**config.mk**
```make
export PLATFORM = sky130hd
export DESIGN_NAME = sim_result_monitor
export DESIGN_NICKNAME = d
export VERILOG_FILES = /design/src/rtl/sim_result_monitor.sv
export SDC_FILE = /design/constraint.sdc
export NUM_CORES = 1
export LEC_CHECK = 0
export ABC_AREA = 1
export BUFFER_PORTS_ARGS = -buffer_cell sky130_fd_sc_hd__clkbuf_2
export CORE_MARGIN = 1
export CORE_UTILIZATION = 48
export DETAILED_ROUTE_END_ITERATION = 16
export GPL_ROUTABILITY_DRIVEN = 0
export GPL_TIMING_DRIVEN = 0
export PLACE_DENSITY = 0.8
export SLEW_MARGIN = 20
export SYNTH_ARGS = -nofsm -noshare
export SYNTH_HDL_FRONTEND = slang
export SYNTH_SLANG_ARGS = --single-unit
```
**constraint.sdc**
```tcl
create_clock -name clk -period 1.7 [get_ports clk]
set_input_delay 0.17 -clock clk [delete_from_list [all_inputs] [get_ports clk]]
set_output_delay 0.17 -clock clk [all_outputs]
set_load 0.1 [all_outputs]
```
**src/rtl/sim_result_monitor.sv**
```systemverilog
// End-of-test monitor: watches core stores, latches a sticky pass/fail
// verdict on the signature store, or a timeout if none arrives in time.
module sim_result_monitor #(
   parameter logic [31:0] SIG_ADDR       = 32'd84,
   parameter logic [31:0] EXPECT         = 32'd8,
   parameter int          TIMEOUT_CYCLES = 1000,
   parameter int          CNT_W          = 16
) (
   input  logic             clk,
   input  logic             reset,
   input  logic             MemWrite,
   input  logic [31:0]      DataAdr,
   input  logic [31:0]      WriteData,
   output logic             done,
   output logic             pass,
   output logic             fail,
   output logic             timeout,
   output logic [31:0]      sig_value,
   output logic [CNT_W-1:0] store_count,
   output logic             misaligned
);

   localparam int CW = $clog2(TIMEOUT_CYCLES + 1);

   localparam logic [1:0] S_RUN  = 2'd0;
   localparam logic [1:0] S_PASS = 2'd1;
   localparam logic [1:0] S_FAIL = 2'd2;
   localparam logic [1:0] S_TO   = 2'd3;

   localparam logic [CW-1:0] TO_LAST = CW'(TIMEOUT_CYCLES - 1);

   logic [1:0]       state_q, state_d;
   logic [CW-1:0]    cycle_q, cycle_d;
   logic [CNT_W-1:0] scnt_q, scnt_d;
   logic [31:0]      sig_q, sig_d;
   logic             mis_q, mis_d;
   logic             sig_hit;

   assign sig_hit = MemWrite && (DataAdr == SIG_ADDR);

   always_comb begin
      state_d = state_q;
      cycle_d = cycle_q;
      scnt_d  = scnt_q;
      sig_d   = sig_q;
      mis_d   = mis_q;
      if (state_q == S_RUN) begin
         cycle_d = cycle_q + CW'(1);
         if (MemWrite) begin
            if (scnt_q != '1)
               scnt_d = scnt_q + CNT_W'(1);
            if (DataAdr[1:0] != 2'b00)
               mis_d = 1'b1;
         end
         // A signature hit outranks a timeout landing on the same cycle
         if (sig_hit) begin
            sig_d   = WriteData;
            state_d = (WriteData == EXPECT) ? S_PASS : S_FAIL;
         end else if (cycle_q == TO_LAST) begin
            state_d = S_TO;
         end
      end
   end

   always_ff @(posedge clk) begin
      if (reset) begin
         state_q <= S_RUN;
         cycle_q <= '0;
         scnt_q  <= '0;
         sig_q   <= '0;
         mis_q   <= 1'b0;
      end else begin
         state_q <= state_d;
         cycle_q <= cycle_d;
         scnt_q  <= scnt_d;
         sig_q   <= sig_d;
         mis_q   <= mis_d;
      end
   end

   assign pass        = (state_q == S_PASS);
   assign fail        = (state_q == S_FAIL);
   assign timeout     = (state_q == S_TO);
   assign done        = pass | fail | timeout;
   assign sig_value   = sig_q;
   assign store_count = scnt_q;
   assign misaligned  = mis_q;

endmodule

```
# Word-level counts from Yosys, hierarchy flattened
# Cells that the tools add are included.
[word_totals] register_bits=61 input_bits=67 out_inout_bits=53 wordCells=27
[op_classes] add_sub_neg=2 n_eq_ne=7 muxes=3 n_bitwise=2 reduce_logical=8
[ops] operator="== test 32 x 4 -> 1 bit (second input constant)" n=1
[ops] operator="== test 32 x 7 -> 1 bit (second input constant)" n=1
[ops] operator="adder 16 x 1 -> 16 bit (second input constant)" n=1
[ops] operator="inequality test 16 bit (second input constant)" n=1
[ops] operator="adder 10 x 1 -> 10 bit (second input constant)" n=1
[ops] operator="== test 10 bit (second input constant)" n=1
[ops] operator="two-way mux 2 bit" n=3
[ops] operator="AND reduction 3 bit" n=2
[ops] operator="== test 2 bit (second input constant)" n=2
[ops] operator="AND reduction 2 bit" n=2
[ops] operator="nonzero test 2 bit" n=2
[ops] operator="== test 2 x 1 -> 1 bit (second input constant)" n=1
[ops] operator="logical NOT 2 bit" n=1
[ops] operator="OR 1 bit" n=2
[ops] operator="logical AND 1 bit" n=1

# Depth between registers and ports, before layout
[depth] depth_word=4 ltp_mapped=11 mapped_depth_nobuf=11

# Worst setup path before layout
# No wires, ideal clock.
[synth_path] path_type="reg-to-reg" startpoint="reg scnt_q[0] (netlist: store_count[0])" endpoint="reg scnt_q[5] (netlist: store_count[5])" setup_ns=0.066 arrival_ns=2.218 t_required_ns=1.634 setup_slack_ns=-0.584 stages_incl_launch_ff=11 n_path_buf=1 synth_period_minus_slack_ns=2.284 cell_sequence="dfxtp_1 > ha_1 > nand3_2 > nor2_4 > nand3_2 > nand2_4 > inv_4 > buf_6 > nand3_1 > nand2_1 > a21oi_2"
[synth_via] elab_chain_cells=2 elab_cells_between_ends=3 cone_classes="1 x add/sub; 1 x eq/ne; 1 x reduce/logical"
[synth_lines] element="start, declared" line="34" rtl="logic [CNT_W-1:0] scnt_q, scnt_d;"
[synth_lines] element="start signal, assigned" line="75" rtl="scnt_q <= scnt_d;"
[synth_lines] element="branches (longest 2 deep; another with adder 16 x 1 -> 16 bit)"
# Several ways; the timed one is not identified.
# A chain may end at the register's enable or synchronous reset.

# Final worst setup path
# Ends and elaborated chain as after synthesis.

==> results.py <==
metrics = {
    "synth": {
        "avgSynthCellArea_um2": 6.707,
        "synth-async-reset-ratio": 0,
        "synth_nets": 505,
        "synth_area_leaders": "dfxtp_1, nor2_1, nand2_1",
        "synth_top_area_cell": "dfxtp_1",
        "synth_top_area_share": 0.4176,
        "synth.most_common_cell": "nor2_1",
        "synth_edf_count": 0,
        "ys.flop_type": "dfxtp_1",
        "ys_warn_count": 0,
        "yosys-top-cells-count": "nor2_1, nand2_1, dfxtp_1",
        "ys_ff_latch": 61,
        "syn_area_mm2": 0.002924,
        "synth_cell_types": 35,
        "seq_area_frac_synth": 0.4176,
        "netlist_instances": 436,
    },
    "placement": {
        "post_dp_cell_area_mm2": 0.003636,
        "dpl.cell_count": 629,
        "port_buffers": 118,
        "hpwl_um": 5908,
        "dpl_worst_slack_ns": 0.08125,
    },
    "route": {
        "firstDrtPassIters": 4,
        "wl_um": 7481,
        "wl_per_cell_um": 11.60,
        "viasPerCell": 4.957,
        "drt_iter0_markers": 89,
        "met3RoutedLength_um": 527,
        "antenna_left": 0,
        "vias": 3197,
        "drc": 0,
        "top_layer_used": "met4",
        "m1WireLength_um": 3111,
        "wl_met2_um": 3651,
    },
    "job": {
        "max-cap-violations": 0,
    },
    "cts": {
        "cts_buffer_depth": 2,
        "clock_latency_ns": 0.34,
        "cts_max_level": 3,
        "clk_pin_slew_ns": 0.07,
        "hold_buffers": 0,
        "ctsRootBufferMaster": "clkbuf_8",
        "cts_made_buffers": 9,
        "tritoncts": "built",
        "cts.sinks": 61,
    },
    "pwr": {
        "intPower_mw": 2.145,
        "p_seq_frac": 0.503,
        "p_sw_mw": 0.7417,
        "leakage_nw": 1.740,
        "p_comb_frac": 0.092,
        "switching_share": 0.2570,
        "vdd_drop_max_mv": 0.5564,
        "clkPwrFrac": 0.404,
        "p_per_area_mw_per_mm2": 754.1,
    },
    "setup_path": {
        "crit_type": "flop to flop",
        "endpoint_kind": "flop",
        "required_ns": 1.97,
        "critPathLaunchType": "flop",
        "cp_data_arrival_time_ns": 1.84,
        "worst-path-max-fanout": 10,
    },
    "final_layout": {
        "fin_nets": 634,
        "final_core_utilization": 0.6503,
        "antenna_cells": 0,
        "stdcell_count": 645,
        "final_area_mm2": 0.003827,
        "drive_gt1_frac": 0.3105,
        "syn_to_final_growth_pct": 30.89,
        "fillCellCount": 564,
    },
    "sta": {
        "fin_skew_ns": 0.005665,
        "hold_violations": 0,
        "fmax_mhz": 639.7,
        "rsz0062_at_grt": "no",
        "worst_slack_ns": 0.1368,
        "period_share": 0.9195,
        "max_slew.worst_pin.slew_ns": 0.5584,
        "setup_viol": 0,
        "setup_tns_ns": 0,
        "fin_crit_ns": 1.563,
        "drv_slew": 0,
        "slew_headroom": 0.6293,
    },
    "floorplan": {
        "start_util": 0.4968,
        "fp-row-count": 28,
        "dieArea_mm2": 0.006408,
        "die_w_um": 80.05,
        "ios": 120,
        "coreArea_mm2": 0.005886,
        "die_y_um": 80.05,
    },
    "hold_path": {
        "worstHoldPathType": "primary input to flop",
    },
    "global_routing": {
        "grt_max_degree": 11,
        "grt_pass1_vias": 3072,
        "antenna_found_initial": 0,
        "gr-total-overflow": 0,
        "track_usage": 0.2592,
        "grt_pass1_wl_um": 12700,
    },
    "status": {
        "status": "complete, no violations",
    },
}
## metrics by stage
stage                     power [mW]  hold slack (ns)
after global placement         1.744           0.4316
after floorplan                1.635           0.3342
after CTS                      2.908          0.08121
after global routing           3.012          0.09836
final                          2.886          0.09123
after detailed placement       1.751           0.4431
## layout make-up
class	count	area, µm²	share of cell area
Multi-Input combinational cell	317	1468	0.3835
Sequential cell	61	1249	0.3263
Timing Repair Buffer	118	590.6	0.1543
Inverter	44	167.7	0.04381
Clock buffer	12	155.1	0.04054
Tap cell	75	93.84	0.02452
Buffer	14	81.33	0.02125
Clock inverter	4	22.52	0.005884
## critical path, cell delays in order, from the launching register on
cell	delay, ns
dfxtp_4	0.37
ha_1	0.19
nand3_2	0.14
nor2_4	0.16
nand3_2	0.10
nand2_4	0.14
inv_4	0.04
buf_6	0.13
nand3_1	0.06
nand2_1	0.06
a21oi_2	0.10
## cells in the final DEF (no fill, tap or decap), types with 2 or more instances in the layout
master	n
nor2_1	129
clkbuf_2	119
nand2_1	73
dfxtp_1	45
inv_1	40
o21ai_0	40
a21oi_1	15
dfxtp_2	13
nand3_1	11
clkbuf_8	11
nor3_1	10
clkbuf_1	8
xor2_1	6
nor2_2	5
nand3_2	4
buf_4	3
nor3b_1	3
nand4_1	3
clkinv_2	3
dfxtp_4	3
inv_2	2
nor3_2	2
buf_6	2
nor4_1	2
ha_1	2
## worst paths after layout
check	startpoint	endpoint	slack, ns	cells past startpoint
hold reg to reg	misaligned	misaligned	0.48	1
setup / recovery	store_count[0]	store_count[5]	0.14	10
hold / removal	WriteData[10]	sig_value[10]	0.09	3
setup reg to reg	store_count[0]	store_count[5]	0.14	10
## registers in the layout (all words and copies together), names as in the netlist
name         cells
cycle_q         10
sig_value       32
store_count     16
misaligned       1
state_q          2
## what timing repair did
action | in CTS | in global routing
setup buffers | 0 | 0
endpoints found under the hold margin | 0 | 0
setup endpoints to repair | 0 | 14
resized for setup | 0 | 6
## power by group through the flow
stage	logic [mW]	clock network [mW]	registers, mW
after detailed placement	0.266	0	1.49
after CTS	0.267	1.19	1.45
after global routing	0.296	1.26	1.46
final	0.266	1.17	1.45
after floorplan	0.102	0	1.53
after global placement	0.260	0	1.48
## logic make-up after synthesis
group / count (synthesis) / synth area share
AO/OA/AOI/OAI: 59 / 0.1044
XOR/XNOR: 7 / 0.02097
adder cells (fa/ha/maj): 2 / 0.008557
flip-flops: 61 / 0.4176
AND/OR/NAND/NOR: 249 / 0.3637
buffers and inverters: 58 / 0.08472
## metal layers
metal | vias to the layer above | global-route usage
met2 | 115 | 0.4590
met5 | - | 0
met4 | 0 | 0.1304
li1 | 1631 | -
met1 | 1433 | 0.2770
met3 | 18 | 0.07955
No activity file was read; power rests on OpenSTA's default activity.
